--- src/rtl/fifo_arb_pkg.sv ---
// Shared definitions for the FIFO read arbiter: FSM encoding and a
// constant-evaluable ceiling-log2 used to size counters and indices.
package fifo_arb_pkg;

   typedef enum logic {
      ST_IDLE  = 1'b0,
      ST_BURST = 1'b1
   } state_t;

   // Ceiling log2, usable in parameter and localparam expressions.
   function automatic int clog2(input int value);
      int res;
      res = 0;
      while ((1 << res) < value) begin
         res = res + 1;
      end
      return res;
   endfunction

endpackage

--- src/rtl/rr_arbiter.sv ---
// Combinational round-robin picker: the search starts one past the previous
// winner. Requests are rotated so that position becomes bit 0, the lowest set
// bit is found, and the result is rotated back to a real FIFO index.
module rr_arbiter
   import fifo_arb_pkg::*;
#(
   parameter int NUM_FIFO = 4,
   parameter int IDW      = clog2(NUM_FIFO)
) (
   input  logic [NUM_FIFO-1:0] req,
   input  logic [IDW-1:0]      last_grant,
   output logic [IDW-1:0]      gnt_idx,
   output logic                gnt_any
);

   localparam logic [IDW:0] N_EXT = (IDW+1)'(NUM_FIFO);

   logic [IDW-1:0]      start;
   logic [NUM_FIFO-1:0] rot;
   logic [IDW-1:0]      enc;
   logic [IDW:0]        usum;

   // Search origin wraps from the last FIFO back to FIFO 0.
   assign start = (last_grant == IDW'(NUM_FIFO - 1)) ? '0 : last_grant + 1'b1;

   // Rotate requests so the search origin lands on bit 0.
   for (genvar gi = 0; gi < NUM_FIFO; gi++) begin : g_rot
      logic [IDW:0]   sum;
      logic [IDW-1:0] idx;
      assign sum     = {1'b0, start} + (IDW+1)'(gi);
      assign idx     = (sum >= N_EXT) ? IDW'(sum - N_EXT) : IDW'(sum);
      assign rot[gi] = req[idx];
   end

   // Lowest set bit of the rotated vector wins.
   always_comb begin
      enc     = '0;
      gnt_any = |rot;
      for (int i = NUM_FIFO - 1; i >= 0; i--) begin
         if (rot[i]) begin
            enc = IDW'(i);
         end
      end
   end

   // Undo the rotation to recover the physical FIFO index.
   assign usum    = {1'b0, enc} + {1'b0, start};
   assign gnt_idx = (usum >= N_EXT) ? IDW'(usum - N_EXT) : IDW'(usum);

endmodule

--- src/rtl/fifo_read_arbiter.sv ---
// Read-domain arbiter draining several FWFT FIFOs into one valid/ready
// stream. FIFOs are granted round-robin and drained in bursts of up to
// BURST_MAX words; each output word carries its source FIFO index.
module fifo_read_arbiter
   import fifo_arb_pkg::*;
#(
   parameter int NUM_FIFO  = 4,
   parameter int DSIZE     = 8,
   parameter int BURST_MAX = 8,
   parameter int IDW       = 2
) (
   input  logic                      rclk,
   input  logic                      rrst,
   input  logic [NUM_FIFO-1:0]       rempty,
   input  logic [NUM_FIFO*DSIZE-1:0] rdata,
   output logic [NUM_FIFO-1:0]       rinc,
   output logic                      o_valid,
   input  logic                      o_ready,
   output logic [DSIZE-1:0]          o_data,
   output logic [IDW-1:0]            o_id,
   output logic                      o_last,
   output logic                      busy
);

   localparam int            CW       = clog2(BURST_MAX + 1);
   localparam logic [CW-1:0] CNT_LAST = CW'(BURST_MAX - 1);

   state_t         state_reg, state_next;
   logic [IDW-1:0] grant_reg, grant_next;
   logic [IDW-1:0] last_grant_reg, last_grant_next;
   logic [CW-1:0]  cnt_reg, cnt_next;

   logic             o_valid_reg;
   logic [DSIZE-1:0] o_data_reg;
   logic [IDW-1:0]   o_id_reg;
   logic             o_last_reg;

   logic [DSIZE-1:0] rdata_arr [NUM_FIFO];
   logic [IDW-1:0]   arb_idx;
   logic             arb_any;
   logic             pop;
   logic             at_last;

   // Unpack the flat read-data bus into per-FIFO words.
   for (genvar gi = 0; gi < NUM_FIFO; gi++) begin : g_unpack
      assign rdata_arr[gi] = rdata[gi*DSIZE +: DSIZE];
   end

   rr_arbiter #(
      .NUM_FIFO (NUM_FIFO),
      .IDW      (IDW)
   ) u_rr (
      .req        (~rempty),
      .last_grant (last_grant_reg),
      .gnt_idx    (arb_idx),
      .gnt_any    (arb_any)
   );

   // A pop needs data in the granted FIFO and a free (or draining) output slot.
   assign pop     = (state_reg == ST_BURST) && !rempty[grant_reg] && (!o_valid_reg || o_ready);
   assign at_last = (cnt_reg == CNT_LAST);

   // Only the granted FIFO's strobe can ever be high.
   for (genvar gi = 0; gi < NUM_FIFO; gi++) begin : g_rinc
      assign rinc[gi] = pop && (grant_reg == IDW'(gi));
   end

   // Next-state: arbitrate in IDLE, count pops in BURST, leave on full burst or empty.
   always_comb begin
      state_next      = state_reg;
      grant_next      = grant_reg;
      last_grant_next = last_grant_reg;
      cnt_next        = cnt_reg;
      case (state_reg)
         ST_IDLE: begin
            if (arb_any) begin
               state_next = ST_BURST;
               grant_next = arb_idx;
               cnt_next   = '0;
            end
         end
         ST_BURST: begin
            if (rempty[grant_reg]) begin
               state_next      = ST_IDLE;
               last_grant_next = grant_reg;
            end else if (pop) begin
               cnt_next = cnt_reg + 1'b1;
               if (at_last) begin
                  state_next      = ST_IDLE;
                  last_grant_next = grant_reg;
               end
            end
         end
      endcase
   end

   // FSM and arbitration state registers.
   always_ff @(posedge rclk) begin
      if (rrst) begin
         state_reg      <= ST_IDLE;
         grant_reg      <= '0;
         last_grant_reg <= IDW'(NUM_FIFO - 1);
         cnt_reg        <= '0;
      end else begin
         state_reg      <= state_next;
         grant_reg      <= grant_next;
         last_grant_reg <= last_grant_next;
         cnt_reg        <= cnt_next;
      end
   end

   // Output register: load on pop, hold while stalled, clear valid once taken.
   always_ff @(posedge rclk) begin
      if (rrst) begin
         o_valid_reg <= 1'b0;
         o_data_reg  <= '0;
         o_id_reg    <= '0;
         o_last_reg  <= 1'b0;
      end else if (pop) begin
         o_valid_reg <= 1'b1;
         o_data_reg  <= rdata_arr[grant_reg];
         o_id_reg    <= grant_reg;
         o_last_reg  <= at_last;
      end else if (o_ready) begin
         o_valid_reg <= 1'b0;
      end
   end

   assign o_valid = o_valid_reg;
   assign o_data  = o_data_reg;
   assign o_id    = o_id_reg;
   assign o_last  = o_last_reg;
   assign busy    = (state_reg == ST_BURST);

endmodule

--- config.mk ---
export PLATFORM = sky130hd
export DESIGN_NAME = fifo_read_arbiter
export DESIGN_NICKNAME = d
export VERILOG_FILES = /design/src/rtl/fifo_arb_pkg.sv /design/src/rtl/rr_arbiter.sv /design/src/rtl/fifo_read_arbiter.sv
export SDC_FILE = /design/constraint.sdc
export NUM_CORES = 1
export LEC_CHECK = 0
export ABC_AREA = 1
export BUFFER_PORTS_ARGS = -buffer_cell sky130_fd_sc_hd__buf_2
export CAP_MARGIN = 20
export CORE_UTILIZATION = 49
export DETAILED_ROUTE_END_ITERATION = 12
export GPL_ROUTABILITY_DRIVEN = 0
export MAX_ROUTING_LAYER = met4
export PLACE_DENSITY = 0.8
export SLEW_MARGIN = 20
export SYNTH_ARGS = -nofsm -noshare
export SYNTH_HDL_FRONTEND = slang
export SYNTH_SLANG_ARGS = --single-unit
--- constraint.sdc ---
create_clock -name rclk -period 2.52 [get_ports rclk]
set_input_delay 0.756 -clock rclk [delete_from_list [all_inputs] [get_ports rclk]]
set_output_delay 0.756 -clock rclk [all_outputs]
set_load 0.01 [all_outputs]
==> results of run 1 <==
path summary, 6_finish.rpt:
path | startpoint | endpoint | slack [ns] | cells past startpoint
min reg2reg | o_last | o_last | 0.48 | 2
min | o_last | o_last | 0.48 | 2
max | rempty[2] | rinc[1] | 0.12 | 9
max reg2reg | last_grant_reg[0] | cnt_reg[2] | 0.52 | 13
layout make-up:
class                   instances  share of cell area [%]
clock buffers                   3                   1.198
clock inverters                 1                  0.2663
inverters                      19                   4.128
multi-input cells             175                   51.86
flip-flops and latches         21                   22.64
well taps                      31                   2.064
repair buffers                 63                   17.84
cell families (layout without fill, tap and decap cells):
kind of cell | count (synthesis) | in the layout | share of synthesized area [%]
XOR/XNOR | 1 | 1 | 0.5834
AO/OA/AOI/OAI | 35 | 35 | 13.08
adder cells (fa/ha/maj) | 2 | 2 | 1.666
buffers and inverters | 27 | 86 | 8.333
flip-flops | 21 | 21 | 28.00
AND/OR/NAND/NOR | 137 | 137 | 48.33
worst min-delay path: cells and delay by family (launching register included):
family	cells	cell delay [ns]
simple gates	1	0.06
compound gates	1	0.06
flops	1	0.33
power breakdown:
part / internal [mW] / switching [mW] / total (mW) / leakage, nW
clock network: 0.0595 / 0.114 / 0.173 / 0.0177
logic: 0.426 / 0.708 / 1.13 / 0.767
registers: 0.411 / 0.0878 / 0.499 / 0.173
total: 0.896 / 0.909 / 1.81 / 0.957
per-stage QoR:
step                      util (%)  worst slack [ns]
final                        66.43            0.1165
after global routing         66.43           0.01777
after CTS                    64.66           0.03461
after detailed placement     63.56           0.07426
after global placement       63.56            0.1244
after floorplan                  -            0.1505
synth_stat cells (all sizes together):
| library cell | count | share of area [%] |
|---|---|---|
| dfxtp | 21 | 28 |
| a21oi | 24 | 9.2 |
| o21ai | 10 | 3.3 |
| nand2 | 77 | 23 |
| clkbuf | 2 | 0.50 |
| ha | 2 | 1.7 |
| nand3 | 44 | 17 |
| nand4 | 3 | 1.7 |
| inv | 18 | 4.8 |
| nor3 | 2 | 0.67 |
| buf | 6 | 2.7 |
| o211ai | 1 | 0.50 |
| clkinv | 1 | 0.33 |
| xor2 | 1 | 0.58 |
| nor2 | 10 | 5.3 |
| or2 | 1 | 0.42 |
repair_timing:
action | 4_1_cts | 5_1_grt
pin swaps | 0 | 3
hold endpoints to repair | 0 | 0
endpoints found under the setup margin | 4 | 3
buffers inserted | 0 | 4
resized for setup | 2 | 5
gates cloned | 0 | 0
per-layer routing:
layer / wire length [um] / global-route usage, %
met5: 0 / -
met4: 31 / 8.362
met3: 107 / 2.041
met2: 1734 / 39.37
met1: 1779 / 30.66
==> impl_metrics.yaml, run 1 <==
final_layout:
  stdcell_count: 313
  fin_nets: 324
  drive_gt1_share_pct: 37.59
  final_area_um2: 1879
  fillCellCount: 277
  syn2layout_area_growth_pct: 25.17
  layout_common_cells: "nand2_1 (65), buf_2 (55), nand3_1 (37), a21oi_1 (19), dfxtp_1 (19)"
  area.sequential_um2: 425.4
  multi_input_area_um2: 974.7
  final_common_cell: "nand2_1"
  largest_reg_flops: 8
  diodes: 0
worst_setup_path:
  cp_slowest_cell: "buf_2"
  crit_family: "simple AND/OR/NAND/NOR gates"
  cp_cell_sequence: "buf_2 -> inv_1 -> nand2_1 -> nand4_4 -> nand3_4 -> clkinv_2 -> nand2_1 -> nor2_1 -> buf_2"
  crit_type: "input port to output pin"
  arrival_ns: 1.65
  cp-end-kind: "output pin"
  crit_fanout: 5
  max_stage_delay_ns: 0.14
  startpoint_type: "input port"
  cp.required_ns: 1.76
  crit_buf_inv: 4
sta:
  worst_pin_slew_ns: 0.3461
  hold_viol: 0
  hold_ws_ns: 0.4849
  finClkSkew_ns: 0.003930
  setup_viol: 0
  slew_violations: 0
  setup_tns_ns: 0
  finalCritPeriodShare_pct: 95.38
  rsz0062_at_grt: "false"
  slew_headroom_pct: 76.90
  fmax_ghz: 0.4161
  layout_min_cycle_time_ns: 2.404
die:
  io_pins: 56
  die_height_um: 57.36
  rows: 19
  chipWidth_um: 57.36
  die_area_um2: 3290
  initial_core_util_pct: 53.07
  core_area_um2: 2829
placed_design:
  portBuffers: 55
  post-place-cells: 305
  placed_area_um2: 1798
  post-dp-hpwl_um: 2862
status:
  violations: "DRC"
  status: "finished, violations left"
clock_tree:
  cts_sinks: 21
  hold_buffers: 0
  clk-insertion-delay-late_ns: 0.32
  cts_buffer_depth: 2
  cts_buffers: 3
  htree_levels: 1
  cts_root_buffer: "clkbuf_4"
  cts_tree: "yes"
  cts.clk_slew.worst_paths_ns: 0.12
logic_synthesis:
  synth_cells: 223
  ys_warn_count: 0
  ys_seq_area_share_pct: 28.00
  ys_ff_latch: 21
  syn_area_um2: 1501
  synthesis.nets: 264
  yosysUniqueCellTypes: 32
  avgSynthCellArea_um2: 6.733
worst_hold_path:
  holdCritPathClass: "flop to flop"
pwr:
  irDropWorstVdd_v: 0.0004153
  cellPowerDensity_nw_per_um2: 960.8
  power_mw: 1.806
  p_leak_nw: 0.9575
drt:
  drt-total-wl_um: 3653
  detail_route.drc_violations: 2
  firstDrtPassIters: 8
  wl_per_cell_um: 11.67
  drt.antenna.violating_nets: 0
  vias: 1641
  vias_per_cell: 5.243
  drtIter0Drc: 81
grt:
  antenna_found_initial: 0
  grt_pass1_wl_um: 6058
  grt_max_degree: 23
  grt_pass1_vias: 1417
  grt_usage_pct: 23.91
  grt-ovfl-total: 0
flow_run:
  max-cap-violations: 0
(Power assumes the default switching activity.)
==> run 2: changes to the inputs <==
CORE_MARGIN = 10   (was default)
==> run 2 against run 1 <==
The run now ends clean. Combinational power rose by 5%. Total power rose by 2.8%. Worst hold slack got worse by 0.011 ns. Routed wire length rose by 17%. Critical path depth did not move. Design area rose by 1.3%. Setup slack improved by 0.012 ns. Count of clock-buffer cells in the layout did not move. Via count rose by 3.4%. Clock power fell by 3%. Highest routed layer unchanged.
==> impl_metrics.yaml, run 2 (synthesized netlist as in run 1, its figures left out) <==
status:
  status: "finished, final reports clean"
sta:
  hold_viol: 0
  worst_pin_slew_ns: 0.3718
  finalCritPeriodShare_pct: 94.88
  fmax_ghz: 0.4182
  fin_ws_ns: 0.1290
  setup_viol: 0
  slew_headroom_pct: 75.18
  hold_ws_ns: 0.4741
  layout_min_cycle_time_ns: 2.391
  slew_violations: 0
  finClkSkew_ns: 0.008222
grt:
  grt_max_degree: 18
  antenna_found_initial: 0
  grt-ovfl-total: 0
  grt_usage_pct: 15.32
  grt_pass1_vias: 1592
  grt_pass1_wl_um: 6837
pwr:
  irDropWorstVdd_v: 0.0005542
  power_mw: 1.856
  p_leak_nw: 0.9725
  cellPowerDensity_nw_per_um2: 974.4
worst_hold_path:
  hold_end: "o_last"
  min_from: "o_last"
  holdCritPathClass: "flop to flop"
  min_path_cells: 2
final_layout:
  post-route-util_pct: 63.42
  fin_nets: 327
  layout_common_cells: "nand2_1 (65), buf_2 (55), nand3_1 (37), a21oi_1 (19), dfxtp_1 (19)"
  final_common_cell: "nand2_1"
  syn2layout_area_growth_pct: 26.83
  drive_gt1_share_pct: 38.25
  diodes: 0
  largest_reg_flops: 8
drt:
  drt.antenna.violating_nets: 0
  met3_length_um: 248
  vias: 1697
  detail_route.drc_violations: 0
  vias_per_cell: 5.336
  highest_layer: "met4"
  wl_met1_um: 1890
  dr_wl_met2_um: 2070
  drtIter0Drc: 54
  wl_per_cell_um: 13.38
  firstDrtPassIters: 4
  drt-total-wl_um: 4256
placed_design:
  portBuffers: 55
  post-dp-hpwl_um: 3289
  pre_cts_ws_ns: 0.09417
clock_tree:
  cts_sinks: 21
  cts_tree: "yes"
  clk-insertion-delay-late_ns: 0.31
  cts_root_buffer: "clkbuf_4"
  htree_levels: 1
  cts_buffer_depth: 2
  cts_buffers: 3
  cts.clk_slew.worst_paths_ns: 0.12
die:
  chipWidth_um: 75.36
  die_area_um2: 5678
  initial_core_util_pct: 50.00
  core_area_um2: 3003
  io_pins: 56
  rows: 20
  die_height_um: 75.36
worst_setup_path:
  critPathMostFrequentCell: "buf_2"
  crit_start: "rempty[3]"
  max_stage_delay_ns: 0.13
  crit_type: "input port to output pin"
  r2r-start: "last_grant_reg[0]"
  arrival_ns: 1.64
  cp_slowest_cell: "buf_2"
  r2r_end: "cnt_reg[3]"
  cp_cell_sequence: "buf_2 -> inv_1 -> nand3_2 -> nand4_4 -> nand3_4 -> clkinv_2 -> nand2_1 -> nor2_1 -> buf_2"
  r2r_cells: 13
  crit_fanout: 5
  startpoint_type: "input port"
  cp.required_ns: 1.76
  r2r_slack_ns: 0.47
  cp-end-kind: "output pin"
flow_run:
  max-cap-violations: 0
-- run 2: changes by cell type in the layout (fill, tap and decap cells not counted), sizes merged --
cell,previous run,this run
buf,63,66
-- run 2: layout make-up --
| class | count | area (um2) |
|---|---|---|
| timing repair buffer | 66 | 357.8 |
| clock buffer | 3 | 22.52 |
| inverter | 19 | 77.57 |
| multi-input combinational | 175 | 974.7 |
| fill | 287 | 1099 |
| tap | 33 | 41.29 |
| clock inverter | 1 | 5.005 |
| sequential | 21 | 425.4 |
-- run 2: through the flow --
stage | setup TNS (ns) | cell area, um2 | cells
after CTS | 0 | 1844 | 313
final | 0 | 1904 | 318
after global placement | 0 | 1815 | 309
after global routing | -0.003532 | 1904 | 318
after detailed placement | 0 | 1815 | 309
after floorplan | 0 | 1501 | 223
-- run 2: power breakdown --
group          leakage, nW  switching (mW)  internal [mW]
Clock               0.0177           0.108         0.0591
Sequential           0.173          0.0885          0.411
Combinational        0.782           0.733          0.457
Total                0.973           0.929          0.927
-- run 2: worst max path at each step --
stage | cells after the start | slack [ns] | end
floorplan | 6 | 0.15 | rinc[0]
global placement | 9 | 0.13 | rinc[1]
detailed placement | 9 | 0.09 | rinc[1]
CTS | 8 | 0.009 | rinc[1]
global route | 9 | -0.004 | rinc[2]
finish | 9 | 0.13 | rinc[1]
-- run 2: per-layer routing --
metal | up-vias | GRT usage, %
li1 | 864 | -
met3 | 4 | 2.604
met5 | - | -
met4 | 0 | 3.918
met2 | 57 | 24.74
met1 | 772 | 19.35
-- run 2: worst max-delay path, delay by kind of cell --
| family | cells | cell delay [ns] |
|---|---|---|
| AND/OR/NAND/NOR | 5 | 0.44 |
| buffers and inverters | 4 | 0.42 |
-- run 2: what timing repair did --
item                       in CTS  in global routing
setup buffers                   0                  5
gates resized for setup         1                  6
setup endpoints to repair       2                  4
pin swaps                       0                  3
hold buffers                    0                  0
